--- config.mk ---
export PLATFORM = sky130hd
export DESIGN_NAME = mux4_rr_arbiter
export DESIGN_NICKNAME = d
export VERILOG_FILES = /design/src/rtl/mux_arb_pkg.sv /design/src/rtl/mux4to1.sv /design/src/rtl/mux4_rr_arbiter.sv
export SDC_FILE = /design/constraint.sdc
export NUM_CORES = 1
export LEC_CHECK = 0
export ABC_AREA = 0
export CORE_AREA = 2 2 45 47
export CTS_BUF_LIST = sky130_fd_sc_hd__clkbuf_8
export DETAILED_ROUTE_END_ITERATION = 16
export DIE_AREA = 0 0 47 49
export HOLD_SLACK_MARGIN = 0.03
export PLACE_DENSITY = 0.73
export SLEW_MARGIN = 20
export SYNTH_ARGS = -nofsm -noshare
export SYNTH_HDL_FRONTEND = slang
export SYNTH_SLANG_ARGS = --single-unit
--- constraint.sdc ---
create_clock -name clk -period 2.1 [get_ports clk]
set_input_delay 0.21 -clock clk [delete_from_list [all_inputs] [get_ports clk]]
set_output_delay 0.21 -clock clk [all_outputs]
set_load 0.005 [all_outputs]
--- src/rtl/mux_arb_pkg.sv ---
// mux_arb_pkg: shared state type, sizes and the round-robin pick function for the arbiter
package mux_arb_pkg;
  localparam int NUM_REQ = 4;
  localparam int SEL_W = 2;
  typedef enum logic {IDLE, GRANT} state_t;
  typedef struct packed {
    logic found;
    logic [SEL_W-1:0] idx;
  } pick_t;
  // Scanning from the far end means the last hit is the one closest to ptr.
  function automatic pick_t rr_pick(input logic [NUM_REQ-1:0] req, input logic [SEL_W-1:0] ptr);
    pick_t p;
    logic [SEL_W-1:0] idx;
    p = '0;
    for (int i = NUM_REQ - 1; i >= 0; i--) begin
      idx = ptr + SEL_W'(i);
      if (req[idx]) begin
        p.found = 1'b1;
        p.idx = idx;
      end
    end
    return p;
  endfunction
endpackage

--- src/rtl/mux4to1.sv ---
// mux4to1: selects one DATA_W lane out of four packed lanes
module mux4to1 #(
  parameter int DATA_W = 1
) (
  input  logic [4*DATA_W-1:0] in_data,
  input  logic [1:0]          sel,
  output logic [DATA_W-1:0]   out_data
);
  assign out_data = in_data[sel*DATA_W +: DATA_W];
endmodule

--- src/rtl/mux4_rr_arbiter.sv ---
// mux4_rr_arbiter: round-robin arbiter owning the mux select, with a per-grant beat limit
module mux4_rr_arbiter
  import mux_arb_pkg::*;
#(
  parameter int DATA_W = 1,
  parameter int MAX_HOLD = 4
) (
  input  logic                clk,
  input  logic                reset,
  input  logic [3:0]          req,
  input  logic [4*DATA_W-1:0] in_data,
  input  logic                out_ready,
  output logic [3:0]          gnt,
  output logic [1:0]          sel,
  output logic                out_valid,
  output logic [DATA_W-1:0]   out_data,
  output logic                busy
);
  localparam int CW = $clog2(MAX_HOLD + 1);
  state_t state, state_n;
  logic [3:0] gnt_n;
  logic [1:0] sel_n, ptr, ptr_n;
  logic [CW-1:0] count, count_n;
  logic [DATA_W-1:0] lane;
  logic beat, rel, arb;
  pick_t pick;
  mux4to1 #(.DATA_W(DATA_W)) u_mux (.in_data(in_data), .sel(sel), .out_data(lane));
  assign out_valid = (state == GRANT) && req[sel];
  assign out_data = out_valid ? lane : '0;
  assign busy = state == GRANT;
  assign beat = out_valid && out_ready;
  // A release re-arbitrates in the same edge from sel+1, so there is no idle bubble.
  always_comb begin
    rel = (state == GRANT) && (!req[sel] || (beat && count == CW'(MAX_HOLD - 1)));
    arb = (state == IDLE) || rel;
    ptr_n = rel ? sel + 2'd1 : ptr;
    pick = rr_pick(req, ptr_n);
    state_n = state;
    gnt_n = gnt;
    sel_n = sel;
    count_n = beat ? CW'(count + 1'b1) : count;
    if (arb) begin
      state_n = pick.found ? GRANT : IDLE;
      gnt_n = pick.found ? 4'b0001 << pick.idx : 4'b0000;
      sel_n = pick.found ? pick.idx : sel;
      count_n = '0;
    end
  end
  always_ff @(posedge clk) begin
    if (reset) begin
      state <= IDLE;
      gnt <= '0;
      sel <= '0;
      ptr <= '0;
      count <= '0;
    end else begin
      state <= state_n;
      gnt <= gnt_n;
      sel <= sel_n;
      ptr <= ptr_n;
      count <= count_n;
    end
  end
endmodule

==> impl_metrics.env <==
export IMPL_r2r_setup_slack_ps=-100
export IMPL_internal_power_mw=0.616
export IMPL_pwr_share_comb_pct=39.5
export IMPL_chipWidth_um=47
export IMPL_overflow=0
export IMPL_clk_path_buf_depth=2
export IMPL_min_period_ps=2200
export IMPL_synth_area_leader_cell="dfxtp_1"
export IMPL_vias=858
export IMPL_crit_buf_inv=0
export IMPL_min_path_type="reg -> reg"
export IMPL_slew_viol_final=0
export IMPL_switchingPower_mw=0.258
export IMPL_clock_latency_ps=250
export IMPL_core_um2=1840
export IMPL_clkPwrFrac_pct=29.5
export IMPL_yosysMostFrequentCell="dfxtp_1"
export IMPL_min_period_over_period_pct=105
export IMPL_yosysSeqAreaShare_pct=31.9
export IMPL_drt_wl_total_um=2480
export IMPL_clockRootBuffer="clkbuf_8"
export IMPL_max_slew_margin_pct=77.0
export IMPL_portBuffers=19
export IMPL_rows=16
export IMPL_max_cap_violations=0
export IMPL_async_reset_ff_share_pct=0
export IMPL_max_stage_delay_ps=380
export IMPL_worst_slew_pin_slew_ps=341
export IMPL_die_y_um=49
export IMPL_syn_area_per_cell_um2=9.07
export IMPL_cts_sinks=12
export IMPL_wl_per_cell_um=15.7
export IMPL_dp_cells=141
export IMPL_required_ps=2240
export IMPL_switching_share_pct=29.5
export IMPL_cp_data_arrival_time_ps=2340
export IMPL_dr_pass1_iters=4
export IMPL_end_kind="flop"
export IMPL_hold_ws_ps=472
export IMPL_pre_cts_ws_ps=-190
export IMPL_whs_path_depth=1
export IMPL_hpwl_um=1590
export IMPL_ir_worst_vdd_uv=499
export IMPL_fin_area_um2=1330
export IMPL_final_cell_count_no_fill=158
export IMPL_grt_max_degree=9
export IMPL_yosys_register_bits=12
export IMPL_cp_max_fo=5
export IMPL_vias_per_cell=5.43
export IMPL_place_gp_congestion=0.814
export IMPL_cts_buffers=3
export IMPL_crit_reg2reg_capture="gnt[2]$_SDFFE_PP0P_"
export IMPL_cts_max_level=1
export IMPL_place_area_um2=1080
export IMPL_synth_top_area_share_pct=31.9
export IMPL_yosys_warnings=0
export IMPL_p_leak_nw=0.580
export IMPL_hold_path_startpoint="gnt[0]$_SDFFE_PP0P_"
export IMPL_cp_start_kind="flop"
export IMPL_outcome="finished with violations"
export IMPL_pin_count=20
export IMPL_n_antenna_cell=0
export IMPL_synth_common_cells="12 x dfxtp_1, 7 x nor2_1, 6 x nand2_1"
export IMPL_holdBufCountCts=0
export IMPL_path_class="reg -> reg"
export IMPL_hold_violations=0
export IMPL_critical_path_cell_chain="ha_4 -> ha_4 -> a21oi_4 -> a221oi_4 -> or2_4 -> or3_4 -> and3_4 -> a32o_1"
export IMPL_drtIter0Drc=6
export IMPL_grt_pass1_vias=892
export IMPL_ys_flop_type="dfxtp_1"
export IMPL_drive_above_1_share_pct=40.5
export IMPL_syn_inst=83
export IMPL_holdPathEnd="gnt[0]$_SDFFE_PP0P_"
export IMPL_yosysUniqueCellTypes=36
export IMPL_start_util_pct=40.9
export IMPL_cts_tree="done"
export IMPL_drc=0
export IMPL_sequentialPowerShare_pct=31.0
export IMPL_worstRegToRegCells=8
export IMPL_rsz0062_at_grt="true"
export IMPL_power_density_nw_per_um2=658
export IMPL_final_setup_skew_ps=0.873
export IMPL_clkTransAtPathRegs_ps=50
export IMPL_nNetsFinal=145
export IMPL_finalPower_mw=0.874
export IMPL_grt_pass1_wl_um=3960
export IMPL_violations="setup timing"
export IMPL_fillerInstances=159
export IMPL_synth_edf_count=0
export IMPL_fmax_mhz=454
export IMPL_syn_num_nets=96
export IMPL_antenna_found_initial=0
export IMPL_grt_usage_pct=24.4
export IMPL_cpMostUsedCell="ha_4"
export IMPL_syn_area_um2=753
export IMPL_setup_violations=5
export IMPL_cpMaxStageDelayCell="or3_4"
export IMPL_area_delta_synth_final_pct=76.4
export IMPL_drtAntennaViolNets=0
export IMPL_dieArea_um2=2300
export IMPL_r2r_start="count[1]$_SDFFE_PP0P_"
export IMPL_fin_ws_ps=-104
export IMPL_yosys_top_cells_area="dfxtp_1 32%, a221oi_2 6.0%, a32o_1 5.3%"
export IMPL_cp_top_family="simple AND/OR/NAND/NOR gates"
-- layer usage --
metal	global-route usage, %	wire length (um)	vias to the layer above
li1	-	-	410
met1	26.6	975	417
met2	40.9	1330	22
met3	7.04	94	9
met4	12.0	82	0
met5	0	0	-
-- sequential cells by signal (all words and copies together) (netlist names) --
register	count
ptr	2
sel	2
gnt	4
count	3
busy	1
-- placed cells by master (no fill, tap or decap), types with 2 or more instances in the layout --
cell type,n
mux2_4,2
and2_1,3
o21ai_0,2
nand2_1,6
a21oi_1,4
inv_1,4
clkdlybuf4s50_1,13
dlygate4sd2_1,2
nor2_1,6
a32o_1,4
a221oi_4,2
nand3_1,3
nand4b_1,2
dlymetal6s2s_1,3
a211o_1,2
ha_4,2
clkbuf_8,4
dfxtp_1,9
dfxtp_2,2
buf_4,26
a21bo_4,2
-- metrics by stage --
step,util [%],TNS [ps]
after global placement,58.6,-840
after CTS,72.0,-150
after global routing,72.1,-708
after floorplan,-,0
final,72.1,-328
after detailed placement,58.6,-991
-- worst max-delay path by stage --
stage                          start                  end  slack [ps]  depth (start not counted)
2_1_floorplan  count[0]$_SDFFE_PP0P_  gnt[2]$_SDFFE_PP0P_          20                          8
3_3_place_gp               out_ready  gnt[3]$_SDFFE_PP0P_        -180                          7
3_5_place_dp                  req[3]  gnt[1]$_SDFFE_PP0P_        -190                          7
4_1_cts        count[1]$_SDFFE_PP0P_  gnt[2]$_SDFFE_PP0P_         -50                          8
5_1_grt        count[0]$_SDFFE_PP0P_  gnt[3]$_SDFFE_PP0P_        -160                          9
6_report       count[1]$_SDFFE_PP0P_  gnt[2]$_SDFFE_PP0P_        -100                          8
-- area by class of cell --
cell class | instances | area [um^2] | share of cell area [%]
multi-input cells | 64 | 578 | 43.5
repair buffers | 46 | 397 | 29.8
flip-flops and latches | 12 | 246 | 18.5
clock buffers | 4 | 55.1 | 4.14
well taps | 27 | 33.8 | 2.54
inverters | 5 | 18.8 | 1.41
-- kinds of logic after synthesis --
| family | after synthesis | synth area share, % |
|---|---|---|
| xor+xnor | 1 | 1.16 |
| mux | 4 | 8.80 |
| buf+inv | 7 | 3.65 |
| compound gates | 25 | 28.6 |
| fa+ha+maj | 2 | 3.32 |
| simple gates | 32 | 22.6 |
| flops | 12 | 31.9 |
-- what timing repair did --
item                                    in CTS  in global routing
pin swaps                                   17                 12
resized for setup                           22                  4
endpoints found under the setup margin       7                 10
buffers inserted                            15                  0
-- worst reg2reg max path: cells and delay by family, from the launching register on --
| kind | cells | cell delay (ps) |
|---|---|---|
| AND/OR/NAND/NOR | 3 | 870 |
| AO/OA/AOI/OAI | 3 | 550 |
| adder cells (fa/ha/maj) | 2 | 340 |
| flip-flops | 1 | 330 |
-- power by group through the flow --
stage / combinational (mW) / sequential [mW] / clock, mW
6_report: 0.345 / 0.271 / 0.257
5_1_grt: 0.369 / 0.273 / 0.274
4_1_cts: 0.336 / 0.271 / 0.261
3_5_place_dp: 0.259 / 0.275 / 0
3_3_place_gp: 0.252 / 0.273 / 0
2_1_floorplan: 0.139 / 0.273 / 0
(Power assumes the default switching activity.)
